## src/rtl/strob_seq.sv

```systemverilog
// -----------------------------------------------------------------------------
// strob_seq -- microcycle strobe sequencer
//
// Runs one microcycle as IDLE -> S1 -> [WAIT] -> [S2] -> GOT. S1 drives
// strob1 for S1_TICKS clocks. WAIT holds until memory acknowledges. S2
// drives strob2 for S2_TICKS clocks. GOT pulses got for one clock, which
// advances the microprogram. All outputs are registered.
//
// Parameters
//   S1_TICKS  clocks strob1 is high per microcycle (1..15)
//   S2_TICKS  clocks strob2 is high per microcycle (1..15)
//   TIMEOUT   maximum clocks spent in WAIT when the timeout is built (1..255)
//
// Ports
//   clk_sys           system clock, rising edge
//   clr_              asynchronous active-low reset
//   run               continuous microcycle execution enable
//   step              single-microcycle request, honoured only in IDLE
//   as2               microcycle is two-phase (needs strob2)
//   wm                microcycle waits for a memory acknowledge
//   ok$               memory acknowledge, active high
//   strob1 / strob1_  first-phase strobe and its complement
//   strob2 / strob2_  second-phase strobe and its complement
//   got               one-clock end-of-microcycle pulse
//   busy              high in every state except IDLE
//   alarm             sticky memory-timeout flag
//
// Build option
//   STROB_SEQ_TIMEOUT_EN  when defined, WAIT is bounded by TIMEOUT clocks.
//                         When it times out, alarm is set and the cycle
//                         continues as if acknowledged. When undefined,
//                         WAIT is unbounded and alarm is tied to 0.
// -----------------------------------------------------------------------------
module strob_seq #(
  parameter int unsigned S1_TICKS = 2,
  parameter int unsigned S2_TICKS = 2,
  parameter int unsigned TIMEOUT  = 200
) (
  input  logic clk_sys,
  input  logic clr_,
  input  logic run,
  input  logic step,
  input  logic as2,
  input  logic wm,
  input  logic ok$,
  output logic strob1,
  output logic strob1_,
  output logic strob2,
  output logic strob2_,
  output logic got,
  output logic busy,
  output logic alarm
);

  typedef enum logic [2:0] {
    ST_IDLE = 3'd0,
    ST_S1   = 3'd1,
    ST_WAIT = 3'd2,
    ST_S2   = 3'd3,
    ST_GOT  = 3'd4
  } state_t;

  localparam logic [3:0] S1_LAST = 4'(S1_TICKS - 1);
  localparam logic [3:0] S2_LAST = 4'(S2_TICKS - 1);

  state_t     state_r;
  state_t     state_s;
  logic [3:0] tick_r;
  logic [3:0] tick_s;
  logic       ok_lat_r;
  logic       ok_lat_s;
  logic       as2_hold_r;
  logic       as2_hold_s;
  logic       guard_r;
  logic       guard_s;
  logic       armed_r;
  logic       ok_seen_s;
  logic       timeout_hit_s;

  // An acknowledge counts whether it arrived earlier (latched) or right now.
  assign ok_seen_s = ok_lat_r | ok$;

`ifdef STROB_SEQ_TIMEOUT_EN
  localparam logic [7:0] TO_LAST = 8'(TIMEOUT - 1);

  logic [7:0] wait_cnt_r;
  logic [7:0] wait_cnt_s;
  logic       alarm_r;
  logic       alarm_s;

  // WAIT watchdog: counts unacknowledged WAIT clocks and raises the sticky alarm.
  always_comb begin
    timeout_hit_s = 1'b0;
    wait_cnt_s    = 8'd0;
    alarm_s       = alarm_r;
    if ((state_r == ST_WAIT) && !ok_seen_s) begin
      if (wait_cnt_r == TO_LAST) begin
        timeout_hit_s = 1'b1;
        alarm_s       = 1'b1;
      end else begin
        wait_cnt_s = wait_cnt_r + 8'd1;
      end
    end else begin
      wait_cnt_s = 8'd0;
    end
  end

  // Watchdog counter and alarm registers.
  always_ff @(posedge clk_sys or negedge clr_) begin
    if (!clr_) begin
      wait_cnt_r <= 8'd0;
      alarm_r    <= 1'b0;
    end else begin
      wait_cnt_r <= wait_cnt_s;
      alarm_r    <= alarm_s;
    end
  end

  assign alarm = alarm_r;
`else
  assign timeout_hit_s = 1'b0;
  assign alarm         = 1'b0;
`endif

  // Next-state logic for the microcycle sequencer.
  always_comb begin
    state_s    = state_r;
    tick_s     = tick_r;
    ok_lat_s   = ok_lat_r | ok$;
    as2_hold_s = as2_hold_r;
    guard_s    = guard_r;
    case (state_r)
      ST_IDLE: begin
        ok_lat_s = 1'b0;
        tick_s   = 4'd0;
        guard_s  = 1'b0;
        // armed_r keeps the first edge after reset release in IDLE.
        if (armed_r && (run || step)) begin
          state_s = ST_S1;
        end else begin
          state_s = ST_IDLE;
        end
      end
      ST_S1: begin
        if (tick_r == S1_LAST) begin
          tick_s     = 4'd0;
          as2_hold_s = as2;
          // wm only steers this one transition, so it needs no holding register.
          if (wm) begin
            state_s = ST_WAIT;
          end else if (as2) begin
            // Direct S1->S2: insert one dead clock so the strobes never touch.
            state_s = ST_S2;
            guard_s = 1'b1;
          end else begin
            state_s = ST_GOT;
          end
        end else begin
          tick_s = tick_r + 4'd1;
        end
      end
      ST_WAIT: begin
        if (ok_seen_s || timeout_hit_s) begin
          tick_s  = 4'd0;
          guard_s = 1'b0;
          if (as2_hold_r) begin
            state_s = ST_S2;
          end else begin
            state_s = ST_GOT;
          end
        end else begin
          state_s = ST_WAIT;
        end
      end
      ST_S2: begin
        if (guard_r) begin
          guard_s = 1'b0;
        end else if (tick_r == S2_LAST) begin
          tick_s  = 4'd0;
          state_s = ST_GOT;
        end else begin
          tick_s = tick_r + 4'd1;
        end
      end
      ST_GOT: begin
        ok_lat_s = 1'b0;
        tick_s   = 4'd0;
        guard_s  = 1'b0;
        if (run) begin
          state_s = ST_S1;
        end else begin
          state_s = ST_IDLE;
        end
      end
      default: begin
        state_s  = ST_IDLE;
        tick_s   = 4'd0;
        ok_lat_s = 1'b0;
        guard_s  = 1'b0;
      end
    endcase
  end

  // Sequencer state and per-cycle bookkeeping registers.
  always_ff @(posedge clk_sys or negedge clr_) begin
    if (!clr_) begin
      state_r    <= ST_IDLE;
      tick_r     <= 4'd0;
      ok_lat_r   <= 1'b0;
      as2_hold_r <= 1'b0;
      guard_r    <= 1'b0;
      armed_r    <= 1'b0;
    end else begin
      state_r    <= state_s;
      tick_r     <= tick_s;
      ok_lat_r   <= ok_lat_s;
      as2_hold_r <= as2_hold_s;
      guard_r    <= guard_s;
      armed_r    <= 1'b1;
    end
  end

  // Registered outputs, decoded from the next state so they align with it.
  always_ff @(posedge clk_sys or negedge clr_) begin
    if (!clr_) begin
      strob1  <= 1'b0;
      strob1_ <= 1'b1;
      strob2  <= 1'b0;
      strob2_ <= 1'b1;
      got     <= 1'b0;
      busy    <= 1'b0;
    end else begin
      strob1  <= (state_s == ST_S1);
      strob1_ <= (state_s != ST_S1);
      strob2  <= (state_s == ST_S2) && !guard_s;
      strob2_ <= !((state_s == ST_S2) && !guard_s);
      got     <= (state_s == ST_GOT);
      busy    <= (state_s != ST_IDLE);
    end
  end

endmodule

```

## config.mk

```make
export PLATFORM = sky130hd
export DESIGN_NAME = strob_seq
export DESIGN_NICKNAME = d
export VERILOG_FILES = /design/src/rtl/strob_seq.sv
export SDC_FILE = /design/constraint.sdc
export NUM_CORES = 1
export LEC_CHECK = 0
export ABC_AREA = 1
export CAP_MARGIN = 20
export CORE_ASPECT_RATIO = 1.1
export CORE_UTILIZATION = 25
export CTS_CLUSTER_DIAMETER = 120
export CTS_CLUSTER_SIZE = 24
export DETAILED_ROUTE_END_ITERATION = 8
export PLACE_DENSITY = 0.52
export SKIP_LAST_GASP = 1
export SLEW_MARGIN = 15
export SYNTH_ARGS = -nofsm -noshare
export SYNTH_HDL_FRONTEND = slang
export SYNTH_SLANG_ARGS = --single-unit
export TNS_END_PERCENT = 5
```

## constraint.sdc

```tcl
create_clock -name clk_sys -period 1 [get_ports clk_sys]
set_input_delay 0.2 -clock clk_sys [delete_from_list [all_inputs] [get_ports clk_sys]]
set_output_delay 0.2 -clock clk_sys [all_outputs]
set_load 0.02 [all_outputs]
```

==> metrics.csv <==
stage,metric,value,unit
outcome,status,finished with violations,
outcome,failing checks,setup timing,
critical_path,r2r worst-path depth,7,
critical_path,Critical-path top delay cell,dfrtp_2,
final_layout,Layout Utilization,37.1,%
clock_network,Num CTS Buffers,3,
place,Port-buffer cells,12,
global_routing,first-pass GRT wire length,3280,um
synthesis,Yosys reg bits,17,
die,Starting Density,26.5,%
synthesis,cell area after synthesis,891,um^2
clock_network,cts hold-fix bufs,0,
global_routing,total congestion overflow,0,
synthesis,top cell type's share of synthesized area,42.1,%
critical_path,Crit. End Element,flop,
synthesis,Async SR Flop Fraction,100,%
power,P_leak,0.620,nW
synthesis,"Seq/Total Area, Yosys",48.0,%
die,Die Span X,58.9,um
timing,Clock Skew,1.59,ps
power,Peak VDD IR,1.09,mV
timing,fmax,0.824,GHz
drt,DRT iter0 DRCs,32,
critical_path,largest fanout on the critical path,4,
critical_path,Most common cell on crit path,nand2_1,
place,dpl hpwl,1400,um
global_routing,initial antenna violation count,0,
timing,Max Slew Vio Count,0,
place,Placed Cells,186,
timing,Final Setup Violations,22,
place,dpl ws,-484,ps
drt,Vias/cell,3.96,
critical_path,Crit Path Class,reg2reg,
die,num rows,22,
critical_path,"Data required, critical path",1230,ps
die,IO Count,14,
clock_network,Clock Root Buffer,clkbuf_4,
synthesis,synth top area cells,"dfrtp_1 (42%), nand2_1 (11%), inv_1 (6.7%)",
timing,WHS,217,ps
synthesis,Post-synth top cells,"nand2_1 (27), inv_1 (16), dfrtp_1 (15)",
critical_path,CP cell instances,nor2_4 > nand2_1 > nand2_1 > nand2_1 > nor2_2 > nor2_4 > nor2_1,
power,Power Density,2420,nW/um^2
die,die height,64.6,um
clock_network,clk sinks,17,
global_routing,pin count of the biggest net entering global routing,18,
clock_network,clk slew on worst S/H paths,110,ps
global_routing,gr usage total,11.4,%
timing,RSZ-0062 raised after global routing,true,
die,core area,3360,um^2
critical_path,WP data arrival,1450,ps
final_layout,Ant. Diodes,0,
place,gp weighted congestion,0.794,
final_layout,synthesis-to-layout area growth,39.9,%
clock_network,Max Root-Sink Buffers,2,
synthesis,Post-Syn Nets,122,
timing,Final Hold Viols,0,
timing,Final WS setup,-213,ps
final_layout,share of post-route cells with drive strength above 1,32.4,%
drt,wire per inst,9.58,um
final_layout,Finished Layout Cells,193,
timing,setup TNS,-3510,ps
drt,drt total wl,1850,um
hold_path,Hold Crit Class,in2async,
critical_path,CP max stage delay,460,ps
final_layout,Nets,153,
clock_network,CTS tree,built,
run,maxcap violations,0,
drt,Final ANT Viol Nets,0,
clock_network,clk_lat worst skew,290,ps
synthesis,post-synth top area cell,dfrtp_1,
global_routing,vias in the first global route,730,
drt,vias,765,
timing,fin crit share,121,%
synthesis,most common cell in the netlist,nand2_1,
timing,min cycle time layout,1210,ps
drt,DRT Pass-1 Iters,4,
critical_path,crit start category,flop,
synthesis,"Distinct cells, synth",18,
synthesis,Ys Warns,0,
die,die area,3810,um^2
synthesis,Synth Area per Inst,7.75,um^2
synthesis,Main synth FF type,dfrtp_1,
synthesis,Syn Inst Count,115,
synthesis,number of flops mapped to enable cells by yosys,0,
clock_network,H-tree depth,1,
drt,DRC viols,0,
path summary, 6_finish.rpt:
| kind | end | slack, ps | from |
|---|---|---|---|
| min in group clk_sys | tick_r[1] | 580 | tick_r[1] |
| worst min register to register | tick_r[1] | 580 | tick_r[1] |
| worst min-delay path | tick_r[1] | 220 | clr_ |
| worst max register to register | strob1 | -210 | tick_r[3] |
| max in group asynchronous | strob2_ | 570 | clr_ |
| worst max-delay path | strob1 | -210 | tick_r[3] |
sequential cells by signal, summed over array words and instances (netlist names):
| register | cells |
|---|---|
| armed_r | 1 |
| as2_hold_r | 1 |
| busy | 1 |
| got | 1 |
| guard_r | 1 |
| ok_lat_r | 1 |
| state_r | 3 |
| strob1 | 1 |
| strob1_ | 1 |
| strob2 | 1 |
| strob2_ | 1 |
| tick_r | 4 |
placed cells by master, fill, tap and decap left out:
cell type and n:
dfstp_2 2, clkdlybuf4s50_1 6, nor2_2 2, inv_1 15, clkdlybuf4s15_1 2, conb_1 2
dfrtp_2 2, a21oi_1 1, buf_4 14, buf_2 2, buf_12 1, nand2_1 25
clkbuf_4 3, nand3_1 10, nor2_4 6, o21ai_4 1, dlygate4sd2_1 2, nand2_4 1
o21ai_0 5, nor2_1 11, nand2_2 4, nand4_1 2, clkinvlp_4 1, o21ai_1 4
inv_2 5, nand3_2 3, dfrtp_1 13
cell type report:
class	count	area, um^2
multi-input combinational	77	418
tap	48	60.1
inverter	20	75.1
clock inverter	1	7.51
sequential	17	430
clock buffer	3	22.5
fill	362	2110
timing repair buffer	27	233
through the flow:
| step | total power, mW | area [um^2] |
|---|---|---|
| finish | 3.01 | 1250 |
| global route | 3.28 | 1250 |
| CTS | 3.01 | 1220 |
| detailed placement | 2.52 | 1170 |
| global placement | 2.53 | 1170 |
| floorplan | 1.92 | 895 |
report_power, final:
part,leakage (nW),switching [mW],internal (mW)
clock network,0.0139,0.244,0.152
registers,0.215,0.122,0.909
logic,0.391,0.939,0.645
total,0.620,1.31,1.71
cells by family after synthesis:
family                 after synthesis  share of synthesized area [%]
AO/OA/AOI/OAI                       11                           7.44
buffers and inverters               21                           9.27
flip-flops                          17                           48.0
other                                2                          0.843
AND/OR/NAND/NOR                     64                           34.4
what timing repair did:
item,CTS,global route
pin swaps,5,5
buffers inserted,1,2
endpoints found under the setup margin,22,22
cloned,0,0
resized for setup,23,4
layer usage:
| layer | up-vias | routed length [um] | GRT usage [%] |
|---|---|---|---|
| li1 | 413 | - | - |
| met1 | 343 | 829 | 13.6 |
| met2 | 9 | 945 | 19.9 |
| met3 | 0 | 74 | 3.19 |
| met4 | 0 | 0 | 2.68 |
| met5 | - | 0 | 0 |
worst max-delay path: cells and delay by family (launching register included):
family           cells  cell delay [ps]
DFF                  1              460
and+or+nand+nor      7              690
Power figures use the tool's default switching activity.
